### config.mk
export PLATFORM = sky130hd
export DESIGN_NAME = eng_loader
export DESIGN_NICKNAME = d
export VERILOG_FILES = /design/src/rtl/eng_loader_pkg.sv /design/src/rtl/eng_loader_seq.sv /design/src/rtl/eng_loader.sv
export SDC_FILE = /design/constraint.sdc
export NUM_CORES = 1
export LEC_CHECK = 0
export ABC_AREA = 1
export ABC_CLOCK_PERIOD_IN_PS = 4660
export CAP_MARGIN = 30
export CORE_MARGIN = 10
export CORE_UTILIZATION = 30
export CTS_BUF_LIST = sky130_fd_sc_hd__clkbuf_8
export DETAILED_ROUTE_END_ITERATION = 8
export PLACE_DENSITY = 0.67
export SLEW_MARGIN = 30
export SYNTH_ARGS = -nofsm -noshare
export SYNTH_HDL_FRONTEND = slang
export SYNTH_SLANG_ARGS = --single-unit
export TNS_END_PERCENT = 50
### constraint.sdc
create_clock -name clk -period 4.66 [get_ports clk]
set_input_delay 0.932 -clock clk [delete_from_list [all_inputs] [get_ports clk]]
set_output_delay 0.932 -clock clk [all_outputs]
set_load 0.01 [all_outputs]
### src/rtl/eng_loader_pkg.sv
// eng_loader_pkg: shared types, defaults and FSM states for the BCP engine loader.
package eng_loader_pkg;

    localparam int NUM_ENGINE  = 2;
    localparam int LIT_IDX_MAX = 128;
    localparam int MAX_ITER    = 64;

    typedef logic [15:0] lit_t;
    typedef logic [15:0] dummy_entry_t;

    typedef struct packed {
        lit_t lit0;
        lit_t lit1;
    } node_t;

    typedef enum logic [2:0] {IDLE, LOAD_CLQ, LOAD_HDR, RUN_UC, DONE} state_t;

    function automatic logic eng_boundary(input int unsigned i, input int unsigned per);
        return i != 0 && i % per == 0;
    endfunction

endpackage

### src/rtl/eng_loader_seq.sv
// eng_loader_seq: issues count reads at addresses 0..count-1, one per cycle;
// valid marks the cycle the 1-cycle-latency memory returns each beat.
module eng_loader_seq #(
    parameter int AW = 4
) (
    input  logic          clk,
    input  logic          rst,
    input  logic          start,
    input  logic [AW-1:0] count,
    output logic [AW-1:0] addr,
    output logic          rd,
    output logic          valid
);

    always_ff @(posedge clk) begin
        if (rst) begin
            addr  <= '0;
            rd    <= 1'b0;
            valid <= 1'b0;
        end else begin
            valid <= rd;
            if (start) begin
                rd   <= 1'b1;
                addr <= '0;
            end else if (rd && addr == count - 1'b1) begin
                rd   <= 1'b0;
                addr <= '0;
            end else if (rd) begin
                addr <= addr + 1'b1;
            end
        end
    end

endmodule

### src/rtl/eng_loader.sv
// eng_loader: streams clause nodes and header entries into the BCP engines, then
// feeds initial unit clauses on stall edges. Optional LOADER_PERF_CNT_EN adds cycle counters.
module eng_loader import eng_loader_pkg::*; #(
    parameter int NUM_ENGINE        = eng_loader_pkg::NUM_ENGINE,
    parameter int CLAUSE_PER_ENGINE = 4,
    parameter int LIT_IDX_MAX       = eng_loader_pkg::LIT_IDX_MAX,
    parameter int MAX_ITER          = eng_loader_pkg::MAX_ITER,
    localparam int CLQ_N            = NUM_ENGINE * CLAUSE_PER_ENGINE,
    localparam int HDR_N            = NUM_ENGINE * (2 * LIT_IDX_MAX + 1),
    localparam int CLQ_AW           = $clog2(CLQ_N + 1),
    localparam int HDR_AW           = $clog2(HDR_N + 1),
    localparam int UC_W             = $clog2(MAX_ITER + 1)
) (
    input  logic              clk,
    input  logic              rst_n,
    input  logic              start,
    input  logic [UC_W-1:0]   num_uc,
    output logic [CLQ_AW-1:0] clq_addr,
    output logic              clq_rd,
    input  node_t             clq_data,
    output logic [HDR_AW-1:0] hdr_addr,
    output logic              hdr_rd,
    input  dummy_entry_t      hdr_data,
    output logic [UC_W-1:0]   uc_addr,
    output logic              uc_rd,
    input  lit_t              uc_data,
    output node_t             node_in,
    output logic              node_in_valid,
    output logic              change_eng,
    output dummy_entry_t      dummy_ptr,
    output logic              dummy_ptr_valid,
    output logic              halt,
    output lit_t              mem2uca,
    output logic              mem2uca_valid,
    output logic              mem2uca_done,
    input  logic              stall,
    input  logic              conflict,
    output logic              busy,
    output logic              done,
`ifdef LOADER_PERF_CNT_EN
    output logic [31:0]       perf_load_cycles,
    output logic [31:0]       perf_uc_cycles,
`endif
    output logic              conflict_seen
);

    localparam logic [CLQ_AW-1:0] CLQ_CNT = CLQ_AW'(CLQ_N);
    localparam logic [HDR_AW-1:0] HDR_CNT = HDR_AW'(HDR_N);

    state_t          state;
    logic [UC_W-1:0] num_q, idx;
    logic            stall_q, launch, clq_last, hdr_end, uc_issue, uc_fin;

    assign launch   = start && (state == IDLE || state == DONE);
    assign clq_last = clq_rd && clq_addr == CLQ_CNT - 1'b1;
    assign hdr_end  = state == LOAD_HDR && dummy_ptr_valid && !hdr_rd;
    assign uc_issue = state == RUN_UC && stall && !stall_q && idx < num_q && !conflict;
    assign uc_fin   = idx == num_q && !uc_rd;

    eng_loader_seq #(.AW(CLQ_AW)) u_clq (
        .clk(clk), .rst(rst_n), .start(launch), .count(CLQ_CNT),
        .addr(clq_addr), .rd(clq_rd), .valid(node_in_valid)
    );

    eng_loader_seq #(.AW(HDR_AW)) u_hdr (
        .clk(clk), .rst(rst_n), .start(clq_last), .count(HDR_CNT),
        .addr(hdr_addr), .rd(hdr_rd), .valid(dummy_ptr_valid)
    );

    // Memory data is already aligned with the registered valids; gate it so idle outputs read 0.
    assign node_in      = node_in_valid ? clq_data : '0;
    assign dummy_ptr    = dummy_ptr_valid ? hdr_data : '0;
    assign mem2uca      = mem2uca_valid ? uc_data : '0;
    assign mem2uca_done = mem2uca_valid;

    always_ff @(posedge clk) begin
        if (rst_n) begin
            state         <= IDLE;
            num_q         <= '0;
            idx           <= '0;
            stall_q       <= 1'b0;
            uc_rd         <= 1'b0;
            uc_addr       <= '0;
            mem2uca_valid <= 1'b0;
            change_eng    <= 1'b0;
            halt          <= 1'b1;
            busy          <= 1'b0;
            done          <= 1'b0;
            conflict_seen <= 1'b0;
        end else begin
            stall_q       <= stall;
            uc_rd         <= uc_issue;
            mem2uca_valid <= uc_rd;
            change_eng    <= clq_rd && eng_boundary(32'(clq_addr), CLAUSE_PER_ENGINE);
            if (uc_issue) begin
                uc_addr <= idx;
                idx     <= idx + 1'b1;
            end
            case (state)
                IDLE, DONE: if (start) begin
                    state         <= LOAD_CLQ;
                    num_q         <= num_uc;
                    idx           <= '0;
                    busy          <= 1'b1;
                    done          <= 1'b0;
                    conflict_seen <= 1'b0;
                end
                LOAD_CLQ: if (clq_last) state <= LOAD_HDR;
                LOAD_HDR: if (hdr_end) begin
                    state <= num_q == '0 ? DONE : RUN_UC;
                    halt  <= num_q == '0;
                    busy  <= num_q != '0;
                    done  <= num_q == '0;
                end
                RUN_UC: if (conflict || uc_fin) begin
                    state         <= DONE;
                    halt          <= 1'b1;
                    busy          <= 1'b0;
                    done          <= 1'b1;
                    conflict_seen <= conflict;
                end
                default: state <= IDLE;
            endcase
        end
    end

`ifdef LOADER_PERF_CNT_EN
    always_ff @(posedge clk) begin
        if (rst_n || launch) begin
            perf_load_cycles <= '0;
            perf_uc_cycles   <= '0;
        end else begin
            if ((state == LOAD_CLQ || state == LOAD_HDR) && ~&perf_load_cycles)
                perf_load_cycles <= perf_load_cycles + 32'd1;
            if (state == RUN_UC && ~&perf_uc_cycles)
                perf_uc_cycles <= perf_uc_cycles + 32'd1;
        end
    end
`endif

endmodule

==> results.yml <==
status:
  status: "complete, no violations"
timing:
  finClkSkew_ns: 0.0131
  max_freq_ghz: 0.327
  fin_crit_sh: 0.656
  hold_violations: 0
  min_period_ns: 3.06
  relSlewSlack: 0.588
  setup_viol: 0
  tightest_slew_ns: 0.617
  tns_ns: 0
  rsz0062_at_grt: "false"
  maxSlewViolCount: 0
cts:
  cts_buffer_depth: 2
  worstSkewPairLatency_ns: 0.30
  cts_made_buffers: 5
  cts.repair.resized: 0
  htree_num_levels: 2
  postCtsHoldBufs: 0
  path_clk_slew_ns: 0.10
  cts_tree: "done"
  post_cts_buffers: 0
  cts_root_buf: "clkbuf_8"
  cts.sinks: 50
floorplanning:
  chipHeight_um: 117
  ios: 173
  dieArea_um2: 13700
  fp.dieW_um: 117
  coreArea_um2: 9200
  rows: 35
  start_util: 0.308
hold_path:
  min_from: "uc_addr[3]"
  hp-class: "reg2reg"
critical_path:
  cpPeakStageDelay_ns: 0.57
  timing.rr.start: "num_q[6]"
  cp-start-kind: "primary input"
  critPathSlowestCell: "clkdlybuf4s50_1"
  critical_path_required_ns: 3.73
  crit_fanout: 1
  cp_top_family: "buffers and inverters"
  crit_type: "in2out"
  endpoint_kind: "output pin"
  path_cells: "clkdlybuf4s50_1, nand2_1, inv_1, clkdlybuf4s50_1"
  cp.arrival_ns: 2.12
  crit_top_cell: "clkdlybuf4s50_1"
  cp_num_buf_inv: 3
  crit_path_start: "clq_data[24]"
power_and_ir_drop:
  p_per_area_nw_per_um2: 256
  p_leak_nw: 2.29
  vdd_drop_max_v: 0.000260
  finalPower_mw: 1.20
route:
  wirelength_mm: 10.1
  first_iter_violations: 216
  drtPass1Iterations: 5
  num_vias: 3112
  drc: 0
  ant_nets: 0
  wl_per_cell_um: 14.1
  via_per_inst: 4.34
global_routing:
  grt_pass1_vias: 2993
  grt_max_degree: 34
  grtUsageMet1: 0.169
  grt_use_met2: 0.260
  antenna_found_initial: 0
  overflow: 0
  track_usage: 0.145
  grt_pass1_wl_mm: 15.8
  gr-usage-met3: 0.0326
  grt-busiest-layer: "met2"
synthesis:
  syn_area_um2: 2830
  syn_nets: 529
  synth_cells: 441
  yosys.cell_types.count: 25
  syn_area_per_cell_um2: 6.42
  ys_seq_elements: 50
  ys_seq_area_frac: 0.354
  ys_warn_count: 0
finish:
  drive_gt1_frac: 0.0363
  area_delta_synth_final_pct: 65.9
  insertedDiodeCount: 0
  num-nets-final: 693
  final_util: 0.511
  fin_area_um2: 4700
placement:
  portBuffers: 172
  hpwlAfterDp_mm: 8.49
  place_area_um2: 4610
  gp_congestion: 0.791
job:
  max-cap-violations: 0
-- placed cells by master, fill, tap and decap left out --
cell	n
a21oi_2	2
inv_6	1
nor2_8	1
o21ai_0	14
nor2_2	1
nor2_4	3
nor3_2	1
dfxtp_2	1
nand2_2	3
dfxtp_1	49
nand3b_1	2
or2_2	2
nand3_1	28
xor2_1	7
nor3b_1	1
clkdlybuf4s50_1	171
inv_1	100
nand4_1	8
a31oi_1	3
clkbuf_8	6
a21oi_1	20
nor3_1	6
nor2_1	45
buf_2	1
nand2_1	118
ha_1	12
-- state kept, by name, summed over array words and instances (netlist names), 3 cells and up --
| register | count |
|---|---|
| state | 3 |
| uc_addr | 7 |
| u_clq.addr | 4 |
| u_hdr.addr | 10 |
| num_q | 7 |
| idx | 7 |
-- synthesized netlist by cell type --
cell | number | area, um^2
nand4_1 | 8 | 50.1
buf_2 | 2 | 10.0
nor2_4 | 3 | 33.8
nand3b_1 | 2 | 15.0
nor2_8 | 1 | 20.0
ha_1 | 12 | 150
buf_4 | 3 | 22.5
nand2_1 | 118 | 443
dfxtp_1 | 50 | 1000
nor2_2 | 1 | 6.26
buf_6 | 2 | 22.5
nand3_1 | 28 | 140
a21oi_1 | 20 | 100
inv_1 | 99 | 372
or2_2 | 2 | 12.5
nor3_2 | 1 | 10.0
nor3b_1 | 1 | 7.51
xor2_1 | 7 | 61.3
a21oi_2 | 2 | 17.5
nor3_1 | 6 | 30.0
nor2_1 | 45 | 169
a31oi_1 | 3 | 18.8
nand2_2 | 3 | 18.8
clkbuf_1 | 8 | 30.0
o21ai_0 | 14 | 70.1
-- layer usage --
| metal | part of all wire | routed length, um | vias to the layer above |
|---|---|---|---|
| met1 | 0.44 | 4400 | 1356 |
| li1 | - | - | 1649 |
| met5 | 0 | 0 | - |
| met2 | 0.48 | 4810 | 99 |
| met3 | 0.073 | 741 | 8 |
| met4 | 0.014 | 138 | 0 |
-- final cells by class --
class	instances	area, um^2
clock buffers	6	82.6
clock inverters	2	12.5
fillers	912	4500
inverters	99	372
multi-input cells	277	1370
flip-flops and latches	50	1000
well taps	111	139
repair buffers	172	1720
-- worst paths after layout --
check	cells after the start	endpoint	slack, ns
hold / removal	2	uc_addr[3]	0.47
hold reg to reg	2	uc_addr[3]	0.47
setup reg to reg	9	idx[3]	2.71
setup / recovery	4	node_in[24]	1.60
-- worst reg2reg max path, cell delays in order (launching register included) --
cell and delay (ns):
dfxtp_1 0.32, inv_1 0.06, ha_1 0.34, nand2_1 0.07, nor2_1 0.18, nand2_1 0.33, nand2_2 0.36, nor2_1 0.07
nor2_1 0.09, nor2_1 0.05
-- power by group --
| group | total, mW | switching (mW) | internal [mW] |
|---|---|---|---|
| Clock | 0.269 | 0.148 | 0.121 |
| Combinational | 0.426 | 0.226 | 0.200 |
| Sequential | 0.508 | 0.0409 | 0.468 |
| Total | 1.20 | 0.415 | 0.788 |
-- logic make-up after synthesis --
kind of cell,Yosys count,share of synthesized area
DFF,50,0.354
AOI/OAI and AO/OA,39,0.0729
xor gates and xnor gates,7,0.0217
and+or+nand+nor,219,0.338
buffers and inverters,114,0.161
adders and majority gates,12,0.0530
-- stage by stage --
| step | instances | setup slack, ns | hold WS, ns |
|---|---|---|---|
| 2_1_floorplan | 441 | 2.67 | 0.443 |
| 3_3_place_gp | 709 | 1.61 | 0.453 |
| 6_report | 717 | 1.60 | 0.466 |
| 3_5_place_dp | 709 | 1.59 | 0.451 |
| 4_1_cts | 717 | 1.59 | 0.466 |
| 5_1_grt | 717 | 1.58 | 0.505 |
Note: power is estimated with default switching activity, not from simulation.
==> edit 1: new RTL, same flow settings <==
Build with the macro `LOADER_PERF_CNT_EN` defined.
--- a/src/rtl/eng_loader.sv
+++ b/src/rtl/eng_loader.sv
@@ -2,2 +2,4 @@
 // feeds initial unit clauses on stall edges. Optional LOADER_PERF_CNT_EN adds cycle counters.
+`define LOADER_PERF_CNT_EN
+
 module eng_loader import eng_loader_pkg::*; #(
Formal check against the unedited RTL (old outputs only; new: perf_load_cycles and perf_uc_cycles): equivalent (equiv_simple and equiv_induct, registers matched by name and starting in step).
==> edit 1 against the unedited design <==
Sequential cell count is 64 higher. Clock power increased to 3.4 times the old value. Power rose by 120%. Design area rose by 110%. Worst setup slack got worse by 0.095 ns. Highest routed layer unchanged. Synthesized area increased by 150%. Die area rose by 120%. Routed wire length is 140% higher.
==> edit 1: results (changes against the unedited design) <==
Outcome
The flow ran to the end, and the final reports show no timing, DRC or antenna violations.

Run
The max-capacitance violation count is 0 (unchanged).

Drt
The detailed-routed wire length on met3 was 1.619 mm (+120%). The met1 routed wirelength after detailed routing was 10.66 mm (+140%). The routed wire length per instance came to 14.19 um (+0.80%). The number of iterations in the first detailed-routing pass is 4 (-1). The initial detailed-routing violation count is 376 (+74%).

The total wire length after detailed routing is 24.01 mm (+140%). The met2 routed wirelength is 11.17 mm (+130%). The number of vias per cell is 4.479 (+3.2%).

Logic synthesis
The net count after synthesis is 1230 (+130%). The count of unique library cells instantiated by Yosys came to 34 (+36%). The synthesized-area fraction occupied by xor and xnor cells came to 0.04852 (+0.02686). The part of the Yosys area used for sequential elements is 0.3242 (-0.02936). The mean cell area of the mapped netlist is 6.176 um2 (-3.8%).

The share of async-settable or async-resettable flops after synthesis is 0 (unchanged). By area the synthesized netlist is led by sky130_fd_sc_hd__dfxtp_1 32%, sky130_fd_sc_hd__nand2_1 22%, sky130_fd_sc_hd__nor2_1 9.0%. The share of synthesized cell area in full adder, half adder and majority cells is 0.02488 (-0.02815). By count the netlist is led by 413 x sky130_fd_sc_hd__nand2_1, 168 x sky130_fd_sc_hd__nor2_1, 141 x sky130_fd_sc_hd__inv_1.

The synthesized-area fraction occupied by ao, oa, aoi and oai cells is 0.08050 (+0.007593).

Placement
The HPWL after detailed placement came to 19.19 mm (+130%). The weighted congestion at the end of routability-driven global placement is 0.8989 (+14%). The count of buffers from port buffering came to 236 (+37%).

The cell total after placement is 1660 (+130%). The area of placed instances is 9587 um2 (+110%).

CTS
In this run the clock root is driven by a sky130_fd_sc_hd__clkbuf_8. The clock network latency to the later pin of the worst-skew pair is 0.44 ns (+0.14 ns). The clock-pin transition on the worst setup and hold timing paths is 0.07 ns (-0.03 ns). The total clock buffers created by CTS is 17 (+12). The number of H-tree levels was 4 (+2).

STA
The worst hold margin is 0.4499 ns (-0.01577 ns). The largest clock skew in the final design is 0.01520 ns (+0.002147 ns). The worst slew margin relative to its limit is 0.4188 (-0.1695).

Power and ir drop
The leakage power summed over all cells came to 3.984 nW (+74%). The peak supply drop is 0.0001770 V (-32%).

Worst setup path
The largest individual stage delay along the critical path comes from the cell sky130_fd_sc_hd__dfxtp_1. The critical path arrival came to 2.22 ns (+0.10 ns). The internal reg-to-reg setup slack was 2.04 ns (-0.67 ns). The highest cell delay on the worst timing path is 0.89 ns (+0.32 ns).

The top fanout value on the critical path was 18 (+17).

Global routing
The global-route wire length before repair is 38.97 mm (+150%). The maximum number of pins on one net before global-route repair is 34 (unchanged). The number of global-route vias before repair was 7162 (+140%). The global routing met1 resource utilization is 0.1863 (+0.01737). The initial antenna violation count is 1 (+1). The total routing resource utilization after global routing was 0.1580 (+0.01255).

The global routing usage on met2 came to 0.2648 (+0.005037). The met3 usage in global routing came to 0.04944 (+0.01682).

Final layout
The filler cell count in the final layout came to 2398 (+160%). The layout cell share with drive strength beyond 1 came to 0.07179 (+0.03549). The net total in the final layout is 1456 (+110%).
-- edit 1: changes by cell type after synthesis, moves of 17 or more --
cell / delta
sky130_fd_sc_hd__inv_1: +42
sky130_fd_sc_hd__nand2_1: +295
sky130_fd_sc_hd__nor2_1: +123
sky130_fd_sc_hd__nand3_1: +34
sky130_fd_sc_hd__a21oi_1: +32
sky130_fd_sc_hd__xor2_1: +17
sky130_fd_sc_hd__a21oi_2: +18
sky130_fd_sc_hd__dfxtp_1: +64
sky130_fd_sc_hd__nand2_2: +18
-- edit 1: critical path: cells and delay by family, from the launching register on --
family / cells / cell delay (ns)
flip-flops: 1 / 0.89
buffers and inverters: 2 / 0.64
AND/OR/NAND/NOR: 1 / 0.25
-- edit 1: final cells by class --
type | instances | area share
Timing Repair Buffer | 239 | 0.2393
Multi-Input combinational cell | 846 | 0.3982
Sequential cell | 114 | 0.2291
Clock inverter | 15 | 0.01456
Tap cell | 313 | 0.03930
Clock buffer | 17 | 0.02348
Inverter | 148 | 0.05599
-- edit 1: path summary, 6_finish.rpt --
path | startpoint | endpoint | cells past startpoint
max | u_hdr.valid$_SDFF_PP0_ | dummy_ptr[1] | 3
min | busy$_SDFFE_PP0P_ | busy$_SDFFE_PP0P_ | 2
max reg2reg | perf_load_cycles[0]$_SDFFE_PP0P_ | perf_load_cycles[22]$_SDFFE_PP0P_ | 10
min reg2reg | busy$_SDFFE_PP0P_ | busy$_SDFFE_PP0P_ | 2
-- edit 1: through the flow --
step,utilization,setup WS (ns)
floorplan,-,2.665
finish,0.4362,1.509
global placement,0.4196,1.511
CTS,0.4362,1.420
global route,0.4362,1.386
detailed placement,0.4196,1.483
-- edit 1: power by group --
group	total [mW]	internal [mW]	switching, mW
registers	1.07	1.02	0.0505
logic	0.671	0.235	0.436
clock network	0.913	0.469	0.444
==> edit 2: new RTL, config.mk and constraints unchanged <==
Without the edit above. Add an input register stage for `conflict`; this delays it by one clock. The other inputs are not delayed to match.
--- a/src/rtl/eng_loader.sv
+++ b/src/rtl/eng_loader.sv
@@ -49,2 +49,8 @@
 
+    logic conflict_q;
+
+    always_ff @(posedge clk) begin
+        conflict_q <= conflict;
+    end
+
     state_t          state;
@@ -56,3 +62,3 @@
     assign hdr_end  = state == LOAD_HDR && dummy_ptr_valid && !hdr_rd;
-    assign uc_issue = state == RUN_UC && stall && !stall_q && idx < num_q && !conflict;
+    assign uc_issue = state == RUN_UC && stall && !stall_q && idx < num_q && !conflict_q;
     assign uc_fin   = idx == num_q && !uc_rd;
@@ -114,3 +120,3 @@
                 end
-                RUN_UC: if (conflict || uc_fin) begin
+                RUN_UC: if (conflict_q || uc_fin) begin
                     state         <= DONE;
@@ -119,3 +125,3 @@
                     done          <= 1'b1;
-                    conflict_seen <= conflict;
+                    conflict_seen <= conflict_q;
                 end
Function: same outputs for any inputs over 10 cycles, from zero or initial values and one cycle with rst_n high; that may be too few to reach the edited logic, so the function may still have changed.
==> edit 2 against the unedited design <==
Sequential cell count is 1 higher. Die area is 1.8% higher. Sequential share of layout area hardly changed. Worst setup slack better by 0.020 ns. Sequential power is 2% higher. Largest power group unchanged. Critical endpoint is now node_in[5]. Synthesized cell count is 5.0% higher. Power is 0.37% higher. First-iteration DRC count is 16% lower. Final cell count is 5.6% higher. Design area is 1.8% higher. Register-to-register slack better by 0.09 ns. Synthesized area is 2.2% higher. Routed wire length is 0.52% higher.
==> edit 2: results (changes against the unedited design) <==
Outcome
The flow ran to the end, and the final reports show no timing, DRC or antenna violations.

Worst setup path
The startpoint of the lowest-slack register-to-register path is idx[1]$_SDFF_PP0_. The internal reg-to-reg setup slack is 2.80 ns (+0.09 ns). The critical path arrival is 2.10 ns (-0.02 ns). The critical path ends at node_in[5]. The worst register-to-register path ends at uc_addr[0]$_SDFFE_PP0P_. The critical path starts at clq_data[5].

Logic synthesis
The synthesized-area fraction occupied by xor and xnor cells is 0.02421 (+0.002558). The part of the Yosys area used for sequential elements came to 0.3528 (-0.0007244). The commonest cells after synthesis are 129 x sky130_fd_sc_hd__nand2_1, 108 x sky130_fd_sc_hd__inv_1, 61 x sky130_fd_sc_hd__nor2_1.

The count of unique library cells instantiated by Yosys came to 24 (-4.0%). The share of synthesized cell area in full adder, half adder and majority cells is 0.05188 (-0.001146). The net count after synthesis is 551 (+4.2%).

Sorting the synthesized cells by area gives the leading types as sky130_fd_sc_hd__dfxtp_1 35%, sky130_fd_sc_hd__nand2_1 17%, sky130_fd_sc_hd__inv_1 14%. The synthesized-area fraction occupied by ao, oa, aoi and oai cells is 0.06874 (-0.004170). The flop and latch count out of synthesis is 51 (+2.0%).

Final layout
The layout cell share with drive strength beyond 1 was 0.03662 (+0.0003206). The fraction of area in multi-input gates is 0.2880 (-0.004417). The clock distribution area overhead in the final layout is 0.01831 (-0.001929). The area used by sequential logic in the layout is 1022 um2 (+2.0%).

The total of clock buffers placed in the layout is 5 (-1). The buffering overhead was 0.3599 (-0.005454). The count of multi-input combinational gates is 287 (+3.6%).

Placement
The setup slack at placement came to 1.587 ns (-0.004420 ns). The weighted congestion at the end of routability-driven global placement was 0.8236 (+4.1%). The HPWL after detailed placement is 8.458 mm (-0.36%).

Power and ir drop
The proportion of total power due to net switching is 0.3505 (+0.005577). The total chip power is 1.208 mW (+0.37%). The peak supply drop is 0.0001651 V (-36%). The leakage power summed over all cells came to 2.425 nW (+6.0%). The combinational gate power is 0.425 mW (about the same).

Drt
The detailed-routed wire length on met3 was 759 um (+2.4%). The routed wire length per instance was 13.40 um (-4.8%). The met1 routed wirelength after detailed routing is 4.368 mm (-0.77%).

The overall via count from detail_route came to 3253 (+4.5%). The number of iterations in the first detailed-routing pass came to 4 (-1). The met2 routed wirelength is 4.930 mm (+2.4%).

Global routing
The total routing resource utilization after global routing is 0.1385 (-0.006920). The global-route wire length before repair is 16.15 mm (+1.9%). The number of global-route vias before repair is 3061 (+2.3%). The global routing met1 resource utilization is 0.1655 (-0.003375). The global routing usage on met2 is 0.2410 (-0.01879).

STA
The largest clock skew in the final design came to 0.01032 ns (-0.002733 ns). The worst slew margin relative to its limit came to 0.5379 (-0.05045). The top achievable clock speed is 329.5 MHz (+0.67%).

Min path
The path category of the worst min-delay check is flop to flop. The hold path endpoint is conflict_seen$_SDFFE_PP0P_. The worst hold path cell count is 2 (unchanged).
[edit 2: metrics by stage]
step	cells	instance area, um2	hold slack, ns
after floorplan	463	2894	0.4435
after global placement	749	4695	0.4540
after detailed placement	749	4695	0.4540
after CTS	757	4782	0.4685
after global routing	757	4783	0.5090
final	757	4783	0.4665
[edit 2: worst reg2reg max path: stages (launching register included)]
cell                      delay [ns]
sky130_fd_sc_hd__dfxtp_1        0.46
sky130_fd_sc_hd__ha_1           0.27
sky130_fd_sc_hd__nand2_1        0.09
sky130_fd_sc_hd__nor2_1         0.04
sky130_fd_sc_hd__nor2_1         0.16
sky130_fd_sc_hd__nor2_4         0.05
sky130_fd_sc_hd__nor2_4         0.30
sky130_fd_sc_hd__inv_2          0.19
sky130_fd_sc_hd__nand2_1        0.09
sky130_fd_sc_hd__a21oi_1        0.06
